===== src/rtl/writeback_register_file.sv =====
// writeback_register_file: 31 GPRs plus HI/LO with optional same-cycle write-back bypass to the read ports.
module writeback_register_file #(
   parameter bit WRITE_BYPASS = 1'b1
) (
   input  logic        clock,
   input  logic        reset,
   input  logic        wb_register_write_enable,
   input  logic [4:0]  wb_register_write_address,
   input  logic [31:0] wb_register_write_data,
   input  logic        wb_register_hi_write_enable,
   input  logic [31:0] wb_register_hi_write_data,
   input  logic        wb_register_lo_write_enable,
   input  logic [31:0] wb_register_lo_write_data,
   input  logic        read1_enable,
   input  logic [4:0]  read1_address,
   input  logic        read2_enable,
   input  logic [4:0]  read2_address,
   output logic [31:0] read1_data,
   output logic [31:0] read2_data,
   output logic [31:0] hi_read_data,
   output logic [31:0] lo_read_data
);
   logic [31:0] gpr_q [1:31];
   logic [31:0] hi_q, lo_q, hi_d, lo_d;
   logic        gpr_we, byp1, byp2;
   assign gpr_we = wb_register_write_enable && wb_register_write_address != 5'd0;
   assign hi_d = wb_register_hi_write_enable ? wb_register_hi_write_data : hi_q;
   assign lo_d = wb_register_lo_write_enable ? wb_register_lo_write_data : lo_q;
   always_ff @(posedge clock)
      if (reset) begin
         for (int i = 1; i < 32; i++) gpr_q[i] <= '0;
         hi_q <= '0;
         lo_q <= '0;
      end else begin
         if (gpr_we) gpr_q[wb_register_write_address] <= wb_register_write_data;
         hi_q <= hi_d;
         lo_q <= lo_d;
      end
   // Index 0 has no storage, so the zero check must win before the array is consulted.
   assign byp1 = WRITE_BYPASS && gpr_we && read1_address == wb_register_write_address;
   assign byp2 = WRITE_BYPASS && gpr_we && read2_address == wb_register_write_address;
   assign read1_data = (reset || !read1_enable || read1_address == 5'd0) ? '0 :
                       byp1 ? wb_register_write_data : gpr_q[read1_address];
   assign read2_data = (reset || !read2_enable || read2_address == 5'd0) ? '0 :
                       byp2 ? wb_register_write_data : gpr_q[read2_address];
   assign hi_read_data = reset ? '0 : (WRITE_BYPASS && wb_register_hi_write_enable) ? wb_register_hi_write_data : hi_q;
   assign lo_read_data = reset ? '0 : (WRITE_BYPASS && wb_register_lo_write_enable) ? wb_register_lo_write_data : lo_q;
endmodule


===== config.mk =====
export PLATFORM = sky130hd
export DESIGN_NAME = writeback_register_file
export DESIGN_NICKNAME = d
export VERILOG_FILES = /design/src/rtl/writeback_register_file.sv
export SDC_FILE = /design/constraint.sdc
export NUM_CORES = 2
export LEC_CHECK = 0
export ABC_AREA = 1
export CORE_MARGIN = 2
export CORE_UTILIZATION = 45
export DETAILED_ROUTE_END_ITERATION = 7
export GPL_ROUTABILITY_DRIVEN = 0
export PLACE_DENSITY = 0.58
export SETUP_SLACK_MARGIN = 0.1
export SLEW_MARGIN = 15
export SYNTH_ARGS = -nofsm -noshare
export SYNTH_HDL_FRONTEND = slang
export SYNTH_SLANG_ARGS = --single-unit

===== constraint.sdc =====
create_clock -name clock -period 4 [get_ports clock]
set_clock_uncertainty 0.2 [all_clocks]
set_input_delay 0.6 -clock clock [delete_from_list [all_inputs] [get_ports clock]]
set_output_delay 0.6 -clock clock [all_outputs]
set_load 0.01 [all_outputs]

==> metrics.log <==
[metrics] kind of launch point of the worst setup path: input pin
[metrics] utilization after layout: 52.8%
[metrics] worst-case vdd ir drop: 0.491 mV
[metrics] status: complete, but fails checks
[metrics] Final Hold Viols: 0
[metrics] number of design-rule violations left by the first detailed-router iteration: 8700
[metrics] cell type of the slowest stage on the worst timing path: clkdlybuf4s50_1
[metrics] number of detailed-routing iterations run before antenna repair: 8
[metrics] Pins Over Slew Limit: 0
[metrics] cells after synthesis: 8390
[metrics] setup repair after global routing missed its margin: no
[metrics] largest buffer count on any clock path: 3
[metrics] Power Total: 29.1 mW
[metrics] number of post-CTS setup repair buffers: 0
[metrics] tightest slew margin relative to the limit: 18.8%
[metrics] final wirelength: 258000 um
[metrics] power density over the cells: 406 nW/um^2
[metrics] total number of vias: 59100
[metrics] CTS Buf Count: 130
[metrics] leakage power of the design: 32.1 nW
[metrics] effective utilization at floorplan: 45.4%
[metrics] final setup TNS: 0 ns
[metrics] core footprint: 135000 um^2
[metrics] Die X: 374 um
[metrics] count of H-tree levels built during CTS: 4
[metrics] delay contributed by the slowest stage of the critical path: 0.57 ns
[metrics] post-synth design cell area: 61500 um^2
[metrics] Slew @ Worst Pin: 1.22 ns
[metrics] arrival time at the worst endpoint: 3.02 ns
[metrics] CP Capture Type: output pin
[metrics] Syn-to-layout area delta: 16.4%
[metrics] top-level I/O count: 246
[metrics] top-area cell type share of the netlist area: 50.0%
[metrics] largest net degree at the start of global routing: 101
[metrics] FF-to-FF setup slack: 3.15 ns
[metrics] routed wl met3: 34100 um
[metrics] minimum period implied by the final worst setup slack: 3.82 ns
[metrics] fin cells: 10400
[metrics] DP Cell Count: 10100
[metrics] die area: 140000 um^2
[metrics] die height: 374 um
[metrics] global-route total usage across every layer: 36.2%
[metrics] later-pin clock latency in the skew report: 0.78 ns
[metrics] drt via density: 5.70
[metrics] most frequent cell on the critical path: nand2_1
[metrics] clock tree from TritonCTS: built
[metrics] Routed WL per cell: 24.9 um
[metrics] # Max-Cap Violations: 0
[metrics] Cell Rows: 135
[metrics] Layout fillers: 12800
[metrics] sum of routed wire segments on met1: 99500 um
[metrics] Clk Tree Root Cell: clkbuf_16
[metrics] violations in the final reports: design-rule violations
[metrics] Design Area, Final: 71600 um^2
[metrics] first-pass GRT wire length: 370000 um
[metrics] final routed DRC violation total: 1
[metrics] Max Clk Rate: 262 MHz
[metrics] Yosys cell types: 19
[metrics] count of clock tree sinks: 1088
[metrics] placed wire-length estimate: 151000 um
[metrics] Top Metal Used: met5
[metrics] Reg clk slew, reported paths: 0.06 ns
[metrics] Final period util: 95.5%
[metrics] mean cell area of the mapped netlist: 7.33 um^2
[metrics] Crit Path Class: in2out
[metrics] Setup violations, final: 0
[metrics] Final Net Count: 8591
[metrics] register area share after synthesis: 52.1%
[metrics] GRT Residual Overflow: 0
[metrics] cell taking the most area after synthesis: edfxtp_1
[metrics] initial antenna violation count: 9
[metrics] share of final-layout standard cells stronger than drive strength 1: 6.79%
[metrics] count of nets left with antenna violations after detail routing: 0
[metrics] type of the tightest min-delay check: in2reg
[metrics] number of warnings issued by yosys: 0
[metrics] Placement Cell Area: 67600 um^2
[metrics] Met2 Routed Length: 111000 um
[metrics] number of port buffers: 245
[metrics] endpoint required time on the critical path: 3.20 ns
[metrics] Worst Path Buf+Inv: 5
[metrics] vias in the first global route: 54400
[metrics] leading cell types by total area after synthesis: edfxtp_1, nand2_1, nor2_1
[metrics] CP Max Fanout: 37
[metrics] number of register bits inferred by synthesis: 1088
[metrics] cell type group with the largest total delay on the critical path: buffers and inverters
[metrics] critical path cell sequence: buf_8 > inv_8 > buf_12 > buf_12 > nand2_1 > nand3_1 > nand2_1 > nor2_1 > nand2_1 > nand3_1 > nand2_1 > a21oi_1 > clkdlybuf4s50_1
-- layer usage --
layer / vias up / track usage, %
met5: - / 0
met4: 4 / 17.9
met3: 717 / 8.55
met2: 4105 / 54.3
met1: 27700 / 49.0
li1: 26600 / -
-- cell usage after synthesis --
library cell / number
inv_2: 10
inv_1: 689
dfxtp_1: 64
xnor2_1: 6
conb_1: 1
buf_1: 46
o21ai_1: 11
nor2_1: 1893
a21oi_1: 66
nor3_1: 7
o21ai_0: 120
nand4_1: 2
nand3_1: 1161
edfxtp_1: 1024
buf_2: 233
nand2_1: 2691
clkbuf_1: 363
clkbuf_2: 1
xor2_1: 2
-- worst paths after layout --
kind / startpoint / to / cells after the start
worst min-delay path: wb_register_lo_write_data[23] / lo_q[23] / 3
worst max register to register: lo_q[27] / lo_q[27] / 2
worst max-delay path: read2_address[0] / read2_data[19] / 13
worst min register to register: hi_q[23] / hi_q[23] / 2
-- power breakdown --
group	internal, mW	total [mW]	switching, mW
Sequential	13.1	13.3	0.214
Clock	6.35	11.3	4.99
Combinational	1.34	4.45	3.11
Total	20.8	29.1	8.31
-- timing repair --
action,in CTS,in global routing
endpoints found under the hold margin,0,0
gates resized for setup,1,6
hold buffers,0,0
endpoints found under the setup margin,10,63
gates cloned,0,1
-- through the flow --
| step | setup slack [ns] | hold WS, ns |
|---|---|---|
| global placement | 0.0275 | 0.292 |
| CTS | 0.102 | 0.169 |
| floorplan | 1.02 | 0.337 |
| detailed placement | 0.0697 | 0.297 |
| global route | 0.111 | 0.208 |
| finish | 0.179 | 0.210 |
-- area by class of cell --
class | count | area (um^2) | area share (%)
Multi-Input combinational cell | 5991 | 24400 | 34.2
Tap cell | 1781 | 2230 | 3.11
Timing Repair Buffer | 563 | 6270 | 8.76
Sequential cell | 1088 | 32000 | 44.8
Clock inverter | 58 | 358 | 0.500
Antenna cell | 3 | 7.51 | 0.0105
Clock buffer | 173 | 3570 | 5.00
Inverter | 699 | 2650 | 3.71
-- flip-flops by register name, indices dropped and copies added, names as in the netlist --
name / count
lo_q: 32
gpr_q: 1024
hi_q: 32
-- worst min-delay path, cell delays in order --
cell and delay [ns]:
clkdlybuf4s50_1 0.39, nor2_1 0.10, nor2_1 0.06
-- cell families (layout without fill, tap and decap cells) --
group                     Yosys count  after routing  synth area share, %
AOI/OAI and AO/OA                 197            197                 1.60
xor gates and xnor gates            8              8                0.114
buffers and inverters            1342           1493                 8.67
DFF                              1088           1088                 52.1
other                               1             35              0.00610
and+or+nand+nor                  5754           5754                 37.5
-- layout by cell type, fill, tap and decap left out, drive strengths merged --
cell / Yosys / layout
a21oi: 66 / 66
buf: 279 / 327
bufinv: 0 / 1
clkbuf: 364 / 174
clkdlybuf4s50: 0 / 231
clkinv: 0 / 49
clkinvlp: 0 / 1
conb: 1 / 32
dfxtp: 64 / 64
diode: 0 / 3
dlymetal6s2s: 0 / 4
edfxtp: 1024 / 1024
inv: 699 / 706
nand2: 2691 / 2691
nand3: 1161 / 1161
nand4: 2 / 2
nor2: 1893 / 1893
nor3: 7 / 7
o21ai: 131 / 131
xnor2: 6 / 6
xor2: 2 / 2
(Power assumes the default switching activity.)
